$ cat src/rtl/mem_dump_addr_encode.sv
// Memory dump address encoder: walks word indices, rebuilds CPU byte addresses, streams {addr, data} pairs.
// Latency: 3 cycles per word (READ, CAPTURE, SEND) with out_ready high; SEND holds the pair until accepted.
// Optional DUMP_CHECKSUM_EN adds o_checksum, the modulo sum of all accepted data words.
module mem_dump_addr_encode #(
    parameter int                 LENGTH        = 32,
    parameter int                 IDX_W         = 10,
    parameter logic [LENGTH-1:0]  TEXT_BASE     = 32'h00400000,
    parameter logic [LENGTH-1:0]  DATA_BASE     = 32'h10010000,
    parameter logic [LENGTH-1:0]  STACK_TOP     = 32'h7FFFEFFC,
    parameter logic [LENGTH-1:0]  STACK_TOP_IDX = 'h40
) (
    input  logic              i_clock,
    input  logic              i_reset,
    input  logic              i_start,
    input  logic [1:0]        i_region,
    input  logic [IDX_W-1:0]  i_start_idx,
    input  logic [IDX_W-1:0]  i_count,
    input  logic              i_abort,
    output logic [IDX_W-1:0]  o_mem_idx,
    output logic              o_mem_rd,
    input  logic [LENGTH-1:0] i_mem_rdata,
    output logic [LENGTH-1:0] o_out_addr,
    output logic [LENGTH-1:0] o_out_data,
    output logic              o_out_valid,
    input  logic              i_out_ready,
    output logic              o_busy,
    output logic              o_done
`ifdef DUMP_CHECKSUM_EN
    ,
    output logic [LENGTH-1:0] o_checksum
`endif
);

    typedef enum logic [2:0] {
        S_IDLE,
        S_READ,
        S_CAPTURE,
        S_SEND,
        S_FINISH
    } state_t;

    state_t             r_state;
    state_t             w_next;
    logic [1:0]         r_region;
    logic [IDX_W-1:0]   r_cur_idx;
    logic [IDX_W-1:0]   r_remain;
    logic [LENGTH-1:0]  r_out_addr;
    logic [LENGTH-1:0]  r_out_data;
    logic               r_out_valid;
    logic               w_start_ok;
    logic               w_abort_ok;
    logic               w_accept;

    // Stack grows downward from STACK_TOP; indices above STACK_TOP_IDX wrap modulo 2^LENGTH.
    function automatic logic [LENGTH-1:0] encode(input logic [1:0] region,
                                                 input logic [IDX_W-1:0] idx);
        logic [LENGTH-1:0] w_x;
        w_x = LENGTH'(idx);
        case (region)
            2'd0:    encode = TEXT_BASE + (w_x << 2);
            2'd2:    encode = STACK_TOP - ((STACK_TOP_IDX - w_x) << 2);
            default: encode = DATA_BASE + (w_x << 2);
        endcase
    endfunction

    assign w_start_ok = (r_state == S_IDLE) && i_start;
    assign w_abort_ok = i_abort && (r_state != S_IDLE);
    // Abort beats a same-cycle handshake: that word is not counted as sent.
    assign w_accept   = (r_state == S_SEND) && r_out_valid && i_out_ready && !i_abort;

    always_comb begin
        w_next = r_state;
        case (r_state)
            S_IDLE:    if (i_start) w_next = (i_count == '0) ? S_FINISH : S_READ;
            S_READ:    w_next = S_CAPTURE;
            S_CAPTURE: w_next = S_SEND;
            S_SEND:    if (w_accept) w_next = (r_remain == IDX_W'(1)) ? S_FINISH : S_READ;
            S_FINISH:  w_next = S_IDLE;
            default:   w_next = S_IDLE;
        endcase
        if (w_abort_ok && r_state != S_FINISH) w_next = S_FINISH;
    end

    always_ff @(posedge i_clock or negedge i_reset) begin
        if (!i_reset) begin
            r_state     <= S_IDLE;
            r_region    <= 2'd0;
            r_cur_idx   <= '0;
            r_remain    <= '0;
            r_out_addr  <= '0;
            r_out_data  <= '0;
            r_out_valid <= 1'b0;
        end else begin
            r_state <= w_next;
            if (w_start_ok) begin
                r_region  <= i_region;
                r_cur_idx <= i_start_idx;
                r_remain  <= i_count;
            end
            if (r_state == S_CAPTURE && !i_abort) begin
                r_out_data  <= i_mem_rdata;
                r_out_addr  <= encode(r_region, r_cur_idx);
                r_out_valid <= 1'b1;
            end
            if (w_accept) begin
                r_out_valid <= 1'b0;
                r_cur_idx   <= r_cur_idx + IDX_W'(1);
                r_remain    <= r_remain - IDX_W'(1);
            end
            if (w_abort_ok) r_out_valid <= 1'b0;
        end
    end

`ifdef DUMP_CHECKSUM_EN
    logic [LENGTH-1:0] r_checksum;

    always_ff @(posedge i_clock or negedge i_reset) begin
        if (!i_reset) begin
            r_checksum <= '0;
        end else if (w_start_ok) begin
            r_checksum <= '0;
        end else if (w_accept) begin
            r_checksum <= r_checksum + r_out_data;
        end
    end

    assign o_checksum = r_checksum;
`endif

    assign o_mem_idx   = r_cur_idx;
    assign o_mem_rd    = (r_state == S_READ);
    assign o_out_addr  = r_out_addr;
    assign o_out_data  = r_out_data;
    assign o_out_valid = r_out_valid;
    assign o_busy      = (r_state != S_IDLE);
    assign o_done      = (r_state == S_FINISH);

endmodule

$ cat config.mk
export PLATFORM = sky130hd
export DESIGN_NAME = mem_dump_addr_encode
export DESIGN_NICKNAME = d
export VERILOG_FILES = /design/src/rtl/mem_dump_addr_encode.sv
export SDC_FILE = /design/constraint.sdc
export NUM_CORES = 1
export LEC_CHECK = 0
export ABC_AREA = 1
export CORE_MARGIN = 4
export CORE_UTILIZATION = 45
export DETAILED_ROUTE_END_ITERATION = 10
export PLACE_DENSITY = 0.89
export SLEW_MARGIN = 5
export SYNTH_ARGS = -nofsm -noshare
export SYNTH_HDL_FRONTEND = slang
export SYNTH_SLANG_ARGS = --single-unit
$ cat constraint.sdc
create_clock -name i_clock -period 1.7 [get_ports i_clock]
set_input_delay 0.34 -clock i_clock [delete_from_list [all_inputs] [get_ports i_clock]]
set_output_delay 0.34 -clock i_clock [all_outputs]
set_load 0.01 [all_outputs]
==> metrics.log <==
[metrics] result of the run: finished clean
[metrics] routed vias: around 3.7k
[metrics] setup slack on the worst flop-to-flop path: ~160 ps
[metrics] CTS root buffer: clkbuf_8
[metrics] Design Power: roughly 9.5 mW
[metrics] Area Growth Syn to Fin: 43.64%
[metrics] CP Capture Type: primary output
[metrics] number of buffers added by the clock tree synthesis step: 9
[metrics] post-layout min period: ~1700 ps
[metrics] Worst R2R End: r_remain[3]
[metrics] # DRC: 0
[metrics] capturing element of the worst setup path: o_mem_idx[0]
[metrics] clock latency at the later pin of the worst-skew pair: 350 ps
[metrics] beginning of the worst register-to-register path: r_state[1]
[metrics] critical path depth in cells: 1
[metrics] critical path's slowest cell: clkdlybuf4s50_1
[metrics] routed len/inst: 14.01 um
[metrics] Hold WC Path Type: in2async
[metrics] maximum VDD drop: 691.5 uV
[metrics] Synth Cell Area: between 3000 and 4000 um2
[metrics] level count of the clock H-tree: 3
[metrics] number of antenna violations at the first check in global routing: 0
[metrics] Clk pin slew, worst setup/hold paths: 80 ps
[metrics] register area share after synthesis: 0.4718
[metrics] total number of yosys warnings: 0
[metrics] final weighted congestion of routability-driven global placement: ~0.92
[metrics] remaining antenna violation count: 0
[metrics] width of the die: 100.1 um
[metrics] average via count per standard cell: 4.964
[metrics] half-perimeter wire length after placement: slightly above 8 mm
[metrics] maximum number of pins on one net before global-route repair: 27
[metrics] CP Data Required Time: about 1400 ps
[metrics] crit path kind: reg2out
[metrics] Initial Util: 0.4647
[metrics] I/O Buffers: ~130
[metrics] setup clock skew after layout: 12.29 ps
[metrics] count of buffer and inverter cells on the critical path: 1
[metrics] Critical Path Source: o_mem_idx[0]
[metrics] clock sink count: 72
[metrics] number of DRC markers after the initial detailed-route iteration: 246
[metrics] unrepaired setup endpoints after global routing: false
[metrics] max-cap viol count: 0
[metrics] clock tree from TritonCTS: yes
[metrics] drt total wl: around 11 mm
[metrics] ratio of total power to cell area: approximately 1700 nW/um2
[metrics] critical path data arrival time: around 1300 ps
[metrics] vias in the first global route: ~3.7k
[metrics] cell class contributing the biggest share of worst-path delay: buffers and inverters
[metrics] leakage dissipation: about 2.7 nW
[metrics] startpoint class of the critical path: flip-flop
[metrics] layout cells sized above 1: 0.1082
[metrics] maximum clock path buffer count: 2
[metrics] total overflow reported by the global router: 0
[metrics] Final Non-Filler Cells: approximately 750
[metrics] number of failing hold endpoints at the final stage: 0
[metrics] row cnt: 33
[metrics] crit-path max FO: 6
[metrics] Gate Count Post-Synth: between 500 and 600
[metrics] series of cell instances along the critical path: clkdlybuf4s50_1
[metrics] Pins Over Slew Limit: 0
[metrics] Synth cell types: 25
[metrics] Layout fillers: between 600 and 700
[metrics] Die Area: about 10000 um2
[metrics] Crit path largest cell delay: 570 ps
[metrics] total setup violations reported at the end of the flow: 0
[metrics] Global Route Usage Sum: 0.2109
[metrics] net count of the finished layout: between 700 and 800
[metrics] Die H: 100.1 um
[metrics] Post-Place Cells: around 730
[metrics] number of placed I/O pins: around 140
[metrics] final period utilization: 0.9888
[metrics] count of state elements after synthesis: 72
[metrics] first-pass iteration count of the detailed router: 5
[metrics] wire length of the first global-routing pass: ~17 mm
[metrics] Antenna Cells: 0
[metrics] mean instance size in the synthesized netlist: roughly 7.5 um2
[metrics] maximum clock rate: about 590 MHz
[metrics] cell count of the worst reg-to-reg path: 6
[metrics] CORE AREA: approximately 8200 um2
==> worst min path at each step <==
stage	start	to	slack (ps)	cells past startpoint
detailed placement	i_reset	o_out_data[1]	270	1
floorplan	i_reset	o_mem_idx[0]	40	0
CTS	i_reset	o_out_data[1]	440	2
global placement	i_reset	o_out_data[1]	270	1
global route	i_reset	o_out_data[1]	460	2
finish	i_reset	o_out_data[1]	430	2
==> logic make-up (layout without fill, tap and decap cells) <==
group                    count (synthesis)  after routing  share of synthesized area
AO/OA/AOI/OAI                           39             39                    0.05767
XOR/XNOR                                 6              6                    0.01376
adder cells (fa/ha/maj)                  4              4                    0.01311
buffers and inverters                   70            209                    0.09829
flip-flops                              72             72                     0.4718
other                                    1              3                  0.0009820
AND/OR/NAND/NOR                        314            314                     0.3444
==> cells in the mapped netlist <==
library cell	instances	area, um2
buf_6	3	33.78
a31oi_1	3	18.77
nand3_2	1	10.01
dfrtp_1	72	1802
o22ai_1	3	18.77
clkbuf_1	1	3.750
a21oi_1	7	35.03
nand4_1	8	50.05
o21bai_1	1	7.510
inv_2	4	15.01
nor2_1	47	176.4
nand3_1	47	235.2
xor2_1	6	52.55
nor3_1	2	10.01
buf_4	20	150.1
nand2_1	200	750.7
buf_2	12	60.06
nand2_2	3	18.77
conb_1	1	3.750
ha_1	4	50.05
o21ai_0	19	95.09
inv_1	30	112.6
o211ai_1	6	45.04
nor2_4	5	56.30
nand3b_1	1	7.510
==> worst register-to-register path, cell delays in order, from the launching register on <==
cell and delay, ps:
dfrtp_1 410, inv_2 120, nand2_2 90, nor2_1 150
nand2_1 270, nand2_2 260, o211ai_1 110
==> layout make-up <==
type                       count  area, um2  area share
clock buffer                   9      123.9     0.02258
tap                          105      131.4     0.02395
inverter                      34      127.6     0.02327
timing repair buffer         159       1539      0.2806
clock inverter                 7      95.09     0.01734
sequential                    72       1814      0.3307
multi-input combinational    366       1654      0.3016
==> cell usage in the layout (no fill, tap or decap), drive strengths merged, types with 4 or more instances in the layout <==
cell type and n:
o21ai 19, nand4 8, a21oi 7, inv 35
buf 26, o211ai 6, nor2 52, dlygate4sd2 17
ha 4, clkbuf 10, dfrtp 72, nand3 48
clkdlybuf4s50 111, nand2 203, xor2 6
==> routing by layer <==
| metal | global-route usage | up-vias | part of all wire |
|---|---|---|---|
| li1 | - | 1859 | - |
| met1 | 0.2702 | 1718 | 0.42 |
| met2 | 0.3634 | 140 | 0.49 |
| met3 | 0.03892 | 16 | 0.069 |
| met4 | 0.06321 | 0 | 0.015 |
| met5 | 0 | - | 0 |
==> where the power goes <==
| part | switching [mW] | leakage, nW | internal [mW] |
|---|---|---|---|
| Clock | 0.659 | 0.110 | 0.828 |
| Combinational | 2.53 | 1.68 | 2.31 |
| Sequential | 0.607 | 0.880 | 2.52 |
| Total | 3.80 | 2.67 | 5.66 |
==> timing repair <==
item	in CTS	in global routing
hold endpoints to repair	11	0
hold buffers	1	0
endpoints found under the setup margin	25	5
setup buffers	3	0
gates resized for setup	32	7
==> flip-flops by register name, summed over array words and instances (netlist names) <==
name and count:
o_mem_idx 10, o_out_addr 14, o_out_valid 1, r_remain 10, r_region 2, o_out_data 32, r_state 3
==> through the flow <==
stage	util	hold WS (ps)	TNS, ps	area, um2	setup slack [ps]
floorplan	-	44.41	0	3826	347.3
global placement	0.6376	266.7	-634.1	5239	-66.89
detailed placement	0.6376	268.4	-2042	5239	-133.2
CTS	0.6670	439.1	0	5480	12.23
global route	0.6676	456.8	0	5485	1.336
finish	0.6676	428.5	0	5485	19.09
Power figures use the tool's default switching activity.
